<file path="src/rtl/cond_unit_vp_if.sv">
// Execute-stage bundle for the condition unit: instruction controls in,
// gated strobes and flag/predication state out.
interface cond_unit_vp_if #(
  parameter int LANES  = 4,
  parameter int IT_MAX = 4
);
  localparam int CNT_W = $clog2(IT_MAX + 1);

  logic                 stall;
  logic                 flush;
  logic                 ValidE;
  logic [3:0]           CondE;
  logic [1:0]           FlagWriteE;
  logic [3:0]           ALUFlagsE;
  logic                 BranchE;
  logic                 PCSrcE;
  logic                 RegWriteE;
  logic                 MemWriteE;
  logic                 linkE;
  logic                 NoWrite;
  logic                 VecE;
  logic [4*LANES-1:0]   ALUFlagsVE;
  logic                 FlagWriteVE;
  logic                 RegWriteVE;
  logic                 MemWriteVE;
  logic                 ItStartE;
  logic [CNT_W-1:0]     ItLenE;
  logic [IT_MAX-1:0]    ItMaskE;

  logic [3:0]           Flags;
  logic [4*LANES-1:0]   FlagsV;
  logic                 RegWrite;
  logic                 MemWrite;
  logic                 PCSrc;
  logic                 link;
  logic                 BranchTakenE;
  logic [LANES-1:0]     LaneEnV;
  logic [LANES-1:0]     MemWriteV;
  logic                 ItActive;
  logic [CNT_W-1:0]     ItCount;

  modport master (
    output stall, flush, ValidE, CondE, FlagWriteE, ALUFlagsE, BranchE, PCSrcE,
           RegWriteE, MemWriteE, linkE, NoWrite, VecE, ALUFlagsVE, FlagWriteVE,
           RegWriteVE, MemWriteVE, ItStartE, ItLenE, ItMaskE,
    input  Flags, FlagsV, RegWrite, MemWrite, PCSrc, link, BranchTakenE,
           LaneEnV, MemWriteV, ItActive, ItCount
  );

  modport slave (
    input  stall, flush, ValidE, CondE, FlagWriteE, ALUFlagsE, BranchE, PCSrcE,
           RegWriteE, MemWriteE, linkE, NoWrite, VecE, ALUFlagsVE, FlagWriteVE,
           RegWriteVE, MemWriteVE, ItStartE, ItLenE, ItMaskE,
    output Flags, FlagsV, RegWrite, MemWrite, PCSrc, link, BranchTakenE,
           LaneEnV, MemWriteV, ItActive, ItCount
  );
endinterface

</file>
<file path="src/rtl/cond_unit_vp.sv">
// Execute-stage condition unit: scalar + per-lane NZCV registers, ARM condition
// evaluation, strobe gating and IT-style predicated blocks.
module cond_unit_vp #(
  parameter int LANES  = 4,
  parameter int IT_MAX = 4
) (
  input  logic          clk,
  input  logic          reset,
  cond_unit_vp_if.slave bus
);
  localparam int CNT_W = $clog2(IT_MAX + 1);

  typedef enum logic {IT_IDLE, IT_ACTIVE} it_state_e;

  it_state_e          state_q, state_d;
  logic [3:0]         flags_q, flags_d;
  logic [4*LANES-1:0] flags_v_q, flags_v_d;
  logic [CNT_W-1:0]   cnt_q, cnt_d;
  logic [CNT_W-1:0]   len_q, len_d;
  logic [3:0]         base_q, base_d;
  logic [IT_MAX-1:0]  mask_q, mask_d;

  // Flag layout is {N,Z,C,V} from bit 3 down to bit 0.
  function automatic logic cond_pass(input logic [3:0] code, input logic [3:0] f);
    logic n, z, c, v;
    {n, z, c, v} = f;
    case (code)
      4'b0000: return z;
      4'b0001: return ~z;
      4'b0010: return c;
      4'b0011: return ~c;
      4'b0100: return n;
      4'b0101: return ~n;
      4'b0110: return v;
      4'b0111: return ~v;
      4'b1000: return c & ~z;
      4'b1001: return ~c | z;
      4'b1010: return n == v;
      4'b1011: return n != v;
      4'b1100: return ~z & (n == v);
      4'b1101: return z | (n != v);
      4'b1110: return 1'b1;
      default: return 1'b0;
    endcase
  endfunction

  logic              accept, exec, out_en, len_ok, then_slot, cond_ex, pc_src;
  logic [CNT_W-1:0]  slot;
  logic [3:0]        code;
  logic [LANES-1:0]  lane_ex, lane_en, lane_mw;

  assign accept = bus.ValidE & ~bus.stall & ~bus.flush;
  // Headers (valid, malformed or nested) never write anything.
  assign exec   = accept & ~bus.ItStartE;
  assign out_en = exec & reset;
  assign len_ok = (bus.ItLenE != '0) && (bus.ItLenE <= CNT_W'(IT_MAX));

  assign slot      = len_q - cnt_q;
  assign then_slot = |(mask_q & ({{(IT_MAX-1){1'b0}}, 1'b1} << slot));
  assign code      = (state_q == IT_ACTIVE) ? {base_q[3:1], base_q[0] ^ ~then_slot}
                                            : bus.CondE;
  assign cond_ex   = cond_pass(code, flags_q);
  assign pc_src    = exec & (bus.PCSrcE | bus.BranchE) & cond_ex;

  generate
    for (genvar gi = 0; gi < LANES; gi++) begin : g_lane
      assign lane_ex[gi] = bus.VecE & cond_pass(code, flags_v_q[4*gi +: 4]);
      assign lane_en[gi] = out_en & bus.RegWriteVE & lane_ex[gi];
      assign lane_mw[gi] = out_en & bus.MemWriteVE & lane_ex[gi];
    end
  endgenerate

  assign bus.RegWrite     = out_en & bus.RegWriteE & cond_ex & ~bus.NoWrite;
  assign bus.MemWrite     = out_en & bus.MemWriteE & cond_ex;
  assign bus.PCSrc        = pc_src & reset;
  assign bus.BranchTakenE = out_en & bus.BranchE & cond_ex;
  assign bus.link         = out_en & bus.linkE & cond_ex;
  assign bus.LaneEnV      = lane_en;
  assign bus.MemWriteV    = lane_mw;
  assign bus.Flags        = flags_q;
  assign bus.FlagsV       = flags_v_q;
  assign bus.ItCount      = cnt_q;
  assign bus.ItActive     = (state_q == IT_ACTIVE);

  always_comb begin
    flags_d   = flags_q;
    flags_v_d = flags_v_q;
    cnt_d     = cnt_q;
    len_d     = len_q;
    base_d    = base_q;
    mask_d    = mask_q;

    if (exec) begin
      if (bus.FlagWriteE[1] & cond_ex) flags_d[3:2] = bus.ALUFlagsE[3:2];
      if (bus.FlagWriteE[0] & cond_ex) flags_d[1:0] = bus.ALUFlagsE[1:0];
      for (int i = 0; i < LANES; i++) begin
        if (bus.FlagWriteVE & lane_ex[i]) flags_v_d[4*i +: 4] = bus.ALUFlagsVE[4*i +: 4];
      end
    end

    // Flush wins over stall so a held stage can still drop its block.
    if (bus.flush) begin
      cnt_d = '0;
    end else if (accept) begin
      if (state_q == IT_ACTIVE) begin
        cnt_d = pc_src ? '0 : cnt_q - CNT_W'(1);
      end else if (bus.ItStartE && len_ok) begin
        cnt_d  = bus.ItLenE;
        len_d  = bus.ItLenE;
        base_d = bus.CondE;
        mask_d = bus.ItMaskE;
      end
    end

    state_d = (cnt_d != '0) ? IT_ACTIVE : IT_IDLE;
  end

  always_ff @(posedge clk or negedge reset) begin
    if (!reset) begin
      state_q   <= IT_IDLE;
      flags_q   <= '0;
      flags_v_q <= '0;
      cnt_q     <= '0;
      len_q     <= '0;
      base_q    <= '0;
      mask_q    <= '0;
    end else begin
      state_q   <= state_d;
      flags_q   <= flags_d;
      flags_v_q <= flags_v_d;
      cnt_q     <= cnt_d;
      len_q     <= len_d;
      base_q    <= base_d;
      mask_q    <= mask_d;
    end
  end
endmodule

</file>
<file path="src/flat_wrapper.sv">
// flat-port wrapper written by rule: the top's interface ports become plain ports
module cond_unit_vp_flat 
#(
  parameter int LANES  = 4,
  parameter int IT_MAX = 4
)
  (clk, reset, bus_stall, bus_flush, bus_ValidE, bus_CondE, bus_FlagWriteE, bus_ALUFlagsE, bus_BranchE, bus_PCSrcE, bus_RegWriteE, bus_MemWriteE, bus_linkE, bus_NoWrite, bus_VecE, bus_ALUFlagsVE, bus_FlagWriteVE, bus_RegWriteVE, bus_MemWriteVE, bus_ItStartE, bus_ItLenE, bus_ItMaskE, bus_Flags, bus_FlagsV, bus_RegWrite, bus_MemWrite, bus_PCSrc, bus_link, bus_BranchTakenE, bus_LaneEnV, bus_MemWriteV, bus_ItActive, bus_ItCount);
  cond_unit_vp_if #(.LANES(LANES), .IT_MAX(IT_MAX)) bus_i ();
  input  logic clk;
  input  logic reset;
  input wire logic [$bits(bus_i.stall)-1:0] bus_stall;
  input wire logic [$bits(bus_i.flush)-1:0] bus_flush;
  input wire logic [$bits(bus_i.ValidE)-1:0] bus_ValidE;
  input wire logic [$bits(bus_i.CondE)-1:0] bus_CondE;
  input wire logic [$bits(bus_i.FlagWriteE)-1:0] bus_FlagWriteE;
  input wire logic [$bits(bus_i.ALUFlagsE)-1:0] bus_ALUFlagsE;
  input wire logic [$bits(bus_i.BranchE)-1:0] bus_BranchE;
  input wire logic [$bits(bus_i.PCSrcE)-1:0] bus_PCSrcE;
  input wire logic [$bits(bus_i.RegWriteE)-1:0] bus_RegWriteE;
  input wire logic [$bits(bus_i.MemWriteE)-1:0] bus_MemWriteE;
  input wire logic [$bits(bus_i.linkE)-1:0] bus_linkE;
  input wire logic [$bits(bus_i.NoWrite)-1:0] bus_NoWrite;
  input wire logic [$bits(bus_i.VecE)-1:0] bus_VecE;
  input wire logic [$bits(bus_i.ALUFlagsVE)-1:0] bus_ALUFlagsVE;
  input wire logic [$bits(bus_i.FlagWriteVE)-1:0] bus_FlagWriteVE;
  input wire logic [$bits(bus_i.RegWriteVE)-1:0] bus_RegWriteVE;
  input wire logic [$bits(bus_i.MemWriteVE)-1:0] bus_MemWriteVE;
  input wire logic [$bits(bus_i.ItStartE)-1:0] bus_ItStartE;
  input wire logic [$bits(bus_i.ItLenE)-1:0] bus_ItLenE;
  input wire logic [$bits(bus_i.ItMaskE)-1:0] bus_ItMaskE;
  output wire logic [$bits(bus_i.Flags)-1:0] bus_Flags;
  output wire logic [$bits(bus_i.FlagsV)-1:0] bus_FlagsV;
  output wire logic [$bits(bus_i.RegWrite)-1:0] bus_RegWrite;
  output wire logic [$bits(bus_i.MemWrite)-1:0] bus_MemWrite;
  output wire logic [$bits(bus_i.PCSrc)-1:0] bus_PCSrc;
  output wire logic [$bits(bus_i.link)-1:0] bus_link;
  output wire logic [$bits(bus_i.BranchTakenE)-1:0] bus_BranchTakenE;
  output wire logic [$bits(bus_i.LaneEnV)-1:0] bus_LaneEnV;
  output wire logic [$bits(bus_i.MemWriteV)-1:0] bus_MemWriteV;
  output wire logic [$bits(bus_i.ItActive)-1:0] bus_ItActive;
  output wire logic [$bits(bus_i.ItCount)-1:0] bus_ItCount;
  assign bus_i.stall = bus_stall;
  assign bus_i.flush = bus_flush;
  assign bus_i.ValidE = bus_ValidE;
  assign bus_i.CondE = bus_CondE;
  assign bus_i.FlagWriteE = bus_FlagWriteE;
  assign bus_i.ALUFlagsE = bus_ALUFlagsE;
  assign bus_i.BranchE = bus_BranchE;
  assign bus_i.PCSrcE = bus_PCSrcE;
  assign bus_i.RegWriteE = bus_RegWriteE;
  assign bus_i.MemWriteE = bus_MemWriteE;
  assign bus_i.linkE = bus_linkE;
  assign bus_i.NoWrite = bus_NoWrite;
  assign bus_i.VecE = bus_VecE;
  assign bus_i.ALUFlagsVE = bus_ALUFlagsVE;
  assign bus_i.FlagWriteVE = bus_FlagWriteVE;
  assign bus_i.RegWriteVE = bus_RegWriteVE;
  assign bus_i.MemWriteVE = bus_MemWriteVE;
  assign bus_i.ItStartE = bus_ItStartE;
  assign bus_i.ItLenE = bus_ItLenE;
  assign bus_i.ItMaskE = bus_ItMaskE;
  assign bus_Flags = bus_i.Flags;
  assign bus_FlagsV = bus_i.FlagsV;
  assign bus_RegWrite = bus_i.RegWrite;
  assign bus_MemWrite = bus_i.MemWrite;
  assign bus_PCSrc = bus_i.PCSrc;
  assign bus_link = bus_i.link;
  assign bus_BranchTakenE = bus_i.BranchTakenE;
  assign bus_LaneEnV = bus_i.LaneEnV;
  assign bus_MemWriteV = bus_i.MemWriteV;
  assign bus_ItActive = bus_i.ItActive;
  assign bus_ItCount = bus_i.ItCount;
  cond_unit_vp #(.LANES(LANES), .IT_MAX(IT_MAX)) u_core (.clk(clk), .reset(reset), .bus(bus_i));
endmodule
</file>
<file path="config.mk">
export PLATFORM = sky130hd
export DESIGN_NAME = cond_unit_vp_flat
export DESIGN_NICKNAME = d
export VERILOG_FILES = /design/src/rtl/cond_unit_vp_if.sv /design/src/rtl/cond_unit_vp.sv /design/src/flat_wrapper.sv
export SDC_FILE = /design/constraint.sdc
export NUM_CORES = 1
export LEC_CHECK = 0
export ABC_CLOCK_PERIOD_IN_PS = 5700
export CORE_ASPECT_RATIO = 1.2
export CORE_MARGIN = 1.5
export CORE_UTILIZATION = 53
export CTS_CLUSTER_DIAMETER = 150
export DETAILED_ROUTE_END_ITERATION = 12
export PLACE_DENSITY = 0.91
export SLEW_MARGIN = 20
export SYNTH_ARGS = -nofsm -noshare
export SYNTH_HDL_FRONTEND = slang
export SYNTH_SLANG_ARGS = --single-unit
export TNS_END_PERCENT = 100
</file>
<file path="constraint.sdc">
create_clock -name clk -period 5.7 [get_ports clk]
set_input_delay 1.14 -clock clk [delete_from_list [all_inputs] [get_ports clk]]
set_output_delay 1.14 -clock clk [all_outputs]
set_load 0.02 [all_outputs]
</file>
==> reports/results.txt <==
Met2 wirelength from detailed routing -> 4720 um
Antenna diode count -> 0
Setup total negative slack -> 0 ns
Final total power -> 1780 uW
Leakage power total -> 0.00164 uW
Number of distinct library cells after synthesis -> 77
Launch point of the worst path -> bus_CondE[2]
IO Count -> 86
Wire length of the first global-routing pass -> 14700 um
# fillers -> 459
Number of max-cap violations -> 0
CP required -> 4.56 ns
Vias in the first global route -> 3113
TritonCTS clock tree -> done
Critical setup path kind -> in -> out
TritonCTS Buffers -> 5
Share of the synthesized area in the top cell type -> 0.287
TritonRoute pass-1 iters -> 5
Vias -> 3110
Worst slack, placed -> 0.355 ns
Post-synth EDFFs -> 0
Unrepaired setup endpoints after global routing -> false
Worst Slack Setup Final -> 0.324 ns
Pin count of the biggest net entering global routing -> 32
Clk slew on worst S/H paths -> 0.07 ns
Initial Utilization -> 0.547
Share of cells above drive strength 1 -> 0.182
Buffers on Ports -> 85
Post-route worst hold slack -> 0.513 ns
Syn Inst Count -> 337
Via/cell ratio -> 6.37
Critical Path Most Common Cell -> clkdlybuf4s50_1
CP max stage cell -> clkdlybuf4s50_1
Final critical path time including I/O delays and setup -> 5.38 ns
Violation count after the first detailed-route iteration -> 241
Actual slew at the worst max-slew pin -> 0.735 ns
Status -> complete, no violations
Placed wire-length estimate after detailed placement -> 6970 um
Slack of the worst reg-to-reg path -> 1.99 ns
Setup violation total in the final timing report -> 0
Worst Setup End Kind -> output port
Power density over the cells -> 435 mW/mm^2
Clk root buf -> clkbuf_8
Top_reg_cell synth -> dfrtp_1
Die width -> 72.3 um
R2r endpoint -> u_core.bus.Flags[3]
Max transition margin -> 0.505
Leading cell types by total area after synthesis -> dfrtp_1 29%, mux2_2 12%, nor2_1 4.2%
Total buffers and inverters traversed by the critical path -> 2
Cell family with the largest share of critical-path delay -> buffers and inverters
Placeable core region -> 0.00559 sq mm
Period utilization -> 0.943
Sequential area share after synthesis -> 0.287
Die height -> 86.2 um
Largest vdd supply drop -> 0.219 mV
Post-synthesis net count -> 389
Nets -> 475
Deepest level of the CTS H-tree -> 2
Total congestion overflow -> 0
Total Routing Usage GR -> 0.298
Skew final -> 0.0108 ns
WL final -> 9050 um
Highest metal layer with signal wires -> met4
Clock latency of the later-clocked register in the worst-skew pair -> 0.29 ns
Endpoint of the worst setup timing path -> bus_MemWrite
Proportion of synthesized flip-flops having asynchronous set or reset -> 1.00
Post-CTS Hold Buffers -> 0
RePlAce Congestion -> 0.939
Number of instances resized during post-cts repair -> 0
Synthesis-stage register bit count -> 35
Wire length on met3 -> 657 um
Post-route standard cell area excluding fillers -> 0.00408 sq mm
Post-synthesis instance area -> 0.00306 sq mm
Number of hold violations in the final report -> 0
Number of routed nets with antenna violations -> 0
List of cells traversed by the critical path -> clkdlybuf4s50_1 > mux2_2 > nor2_1 > nand4b_2 > o21ai_0 > a2111oi_4 > nand2_1 > and4_1 > clkdlybuf4s50_1
Class of the worst hold path -> reg -> reg
Synth warnings -> 0
Crit Path Max Fanout -> 16
Clock Path Buffers -> 2
Longest individual stage delay on the worst path -> 0.61 ns
Crit path DAT -> 4.24 ns
Number of clock sinks -> 35
Max frequency -> 186 MHz
Wl on met1 -> 3350 um
Worst-case reg-to-reg path depth -> 10
Post-synthesis to final-layout area growth -> 33.5%
DIE AREA -> 0.00623 sq mm
Total stage count of the critical path -> 9
Number of post-CTS setup repair buffers -> 0
Launch instance of the worst register-to-register path -> u_core.bus.ItCount[0]
Final Max Slew Viols -> 0
Top cell type by total area after synthesis -> dfrtp_1
Number of DRC violations after detailed routing -> 0
Startpoint type of the worst setup path -> input port
Site row count -> 30
Detail-routed net length per standard cell -> 18.5 um
Post-placement cell area -> 0.00398 sq mm
Synthesized area per cell -> 9.07 sq um
Antenna violations before repair -> 0
## metrics by stage
| step | util | cells |
|---|---|---|
| after floorplan | - | 337 |
| after CTS | 0.730 | 488 |
| after detailed placement | 0.712 | 480 |
| after global routing | 0.730 | 488 |
| final | 0.730 | 488 |
| after global placement | 0.712 | 480 |
## where the power goes
part / switching [uW] / internal [uW] / total [uW]
clock network: 91.5 / 110 / 202
logic: 571 / 505 / 1080
registers: 157 / 342 / 499
total: 820 / 957 / 1780
## synth_stat cells, drive strengths merged, types with 2 or more instances
master / n
a2111oi: 2
a21o: 4
a21oi: 16
a221oi: 3
a22oi: 6
a31oi: 7
and2: 3
and3: 5
and4: 5
buf: 7
clkbuf: 8
dfrtp: 35
ha: 2
inv: 15
mux2: 32
mux2i: 9
nand2: 24
nand2b: 6
nand3: 13
nand4b: 4
nor2: 35
nor2b: 3
nor3: 9
nor3b: 3
nor4: 5
o2111a: 2
o211ai: 2
o21ai: 16
o21bai: 3
o221ai: 2
o22ai: 3
o311ai: 3
o31ai: 6
or2: 2
or3: 3
xnor2: 6
xor2: 3
## cells in the final DEF, fill, tap and decap left out, drive strengths merged, types with 4 or more instances in the layout
master / n
clkdlybuf4s50: 84
dfrtp: 35
nor2: 35
mux2: 32
nand2: 24
o21ai: 16
a21oi: 16
inv: 15
nand3: 13
buf: 10
mux2i: 9
nor3: 9
clkbuf: 8
a31oi: 7
nand2b: 6
xnor2: 6
a22oi: 6
o31ai: 6
and3: 5
and4: 5
nor4: 5
nand4b: 4
a21o: 4
## registers in the layout, summed over array words and instances, names as in the netlist
| signal | cells |
|---|---|
| u_core.bus.Flags | 4 |
| u_core.bus.ItActive | 1 |
| u_core.base_q | 4 |
| u_core.bus.FlagsV | 16 |
| u_core.bus.ItCount | 3 |
| u_core.len_q | 3 |
| u_core.mask_q | 4 |
## area by class of cell
type / count / area (sq um) / share of cell area
multi-input cells: 272 / 2060 / 0.504
repair buffers: 94 / 913 / 0.224
flip-flops and latches: 35 / 876 / 0.215
clock buffers: 8 / 100 / 0.0245
well taps: 64 / 80.1 / 0.0196
inverters: 15 / 56.3 / 0.0138
## worst min-delay path by stage
stage	from	endpoint	slack (ns)	cells after the start
2_1_floorplan	u_core.mask_q[1]	u_core.mask_q[1]	0.48	1
3_3_place_gp	u_core.mask_q[1]	u_core.mask_q[1]	0.49	1
3_5_place_dp	u_core.mask_q[2]	u_core.mask_q[2]	0.50	1
4_1_cts	u_core.mask_q[2]	u_core.mask_q[2]	0.51	1
5_1_grt	u_core.mask_q[2]	u_core.mask_q[2]	0.54	1
6_report	u_core.mask_q[2]	u_core.mask_q[2]	0.51	1
## metal layers
metal,GRT usage,vias up
met5,0,-
met4,0.118,0
met3,0.0430,32
met2,0.555,166
met1,0.338,1469
li1,-,1443
## logic make-up after synthesis
family	after synthesis	share of synthesized area
buf+inv	30	0.0409
xor+xnor	10	0.0336
simple gates	127	0.240
mux	42	0.155
fa+ha+maj	3	0.0147
compound gates	90	0.229
flops	35	0.287
No activity file was read; power rests on OpenSTA's default activity.
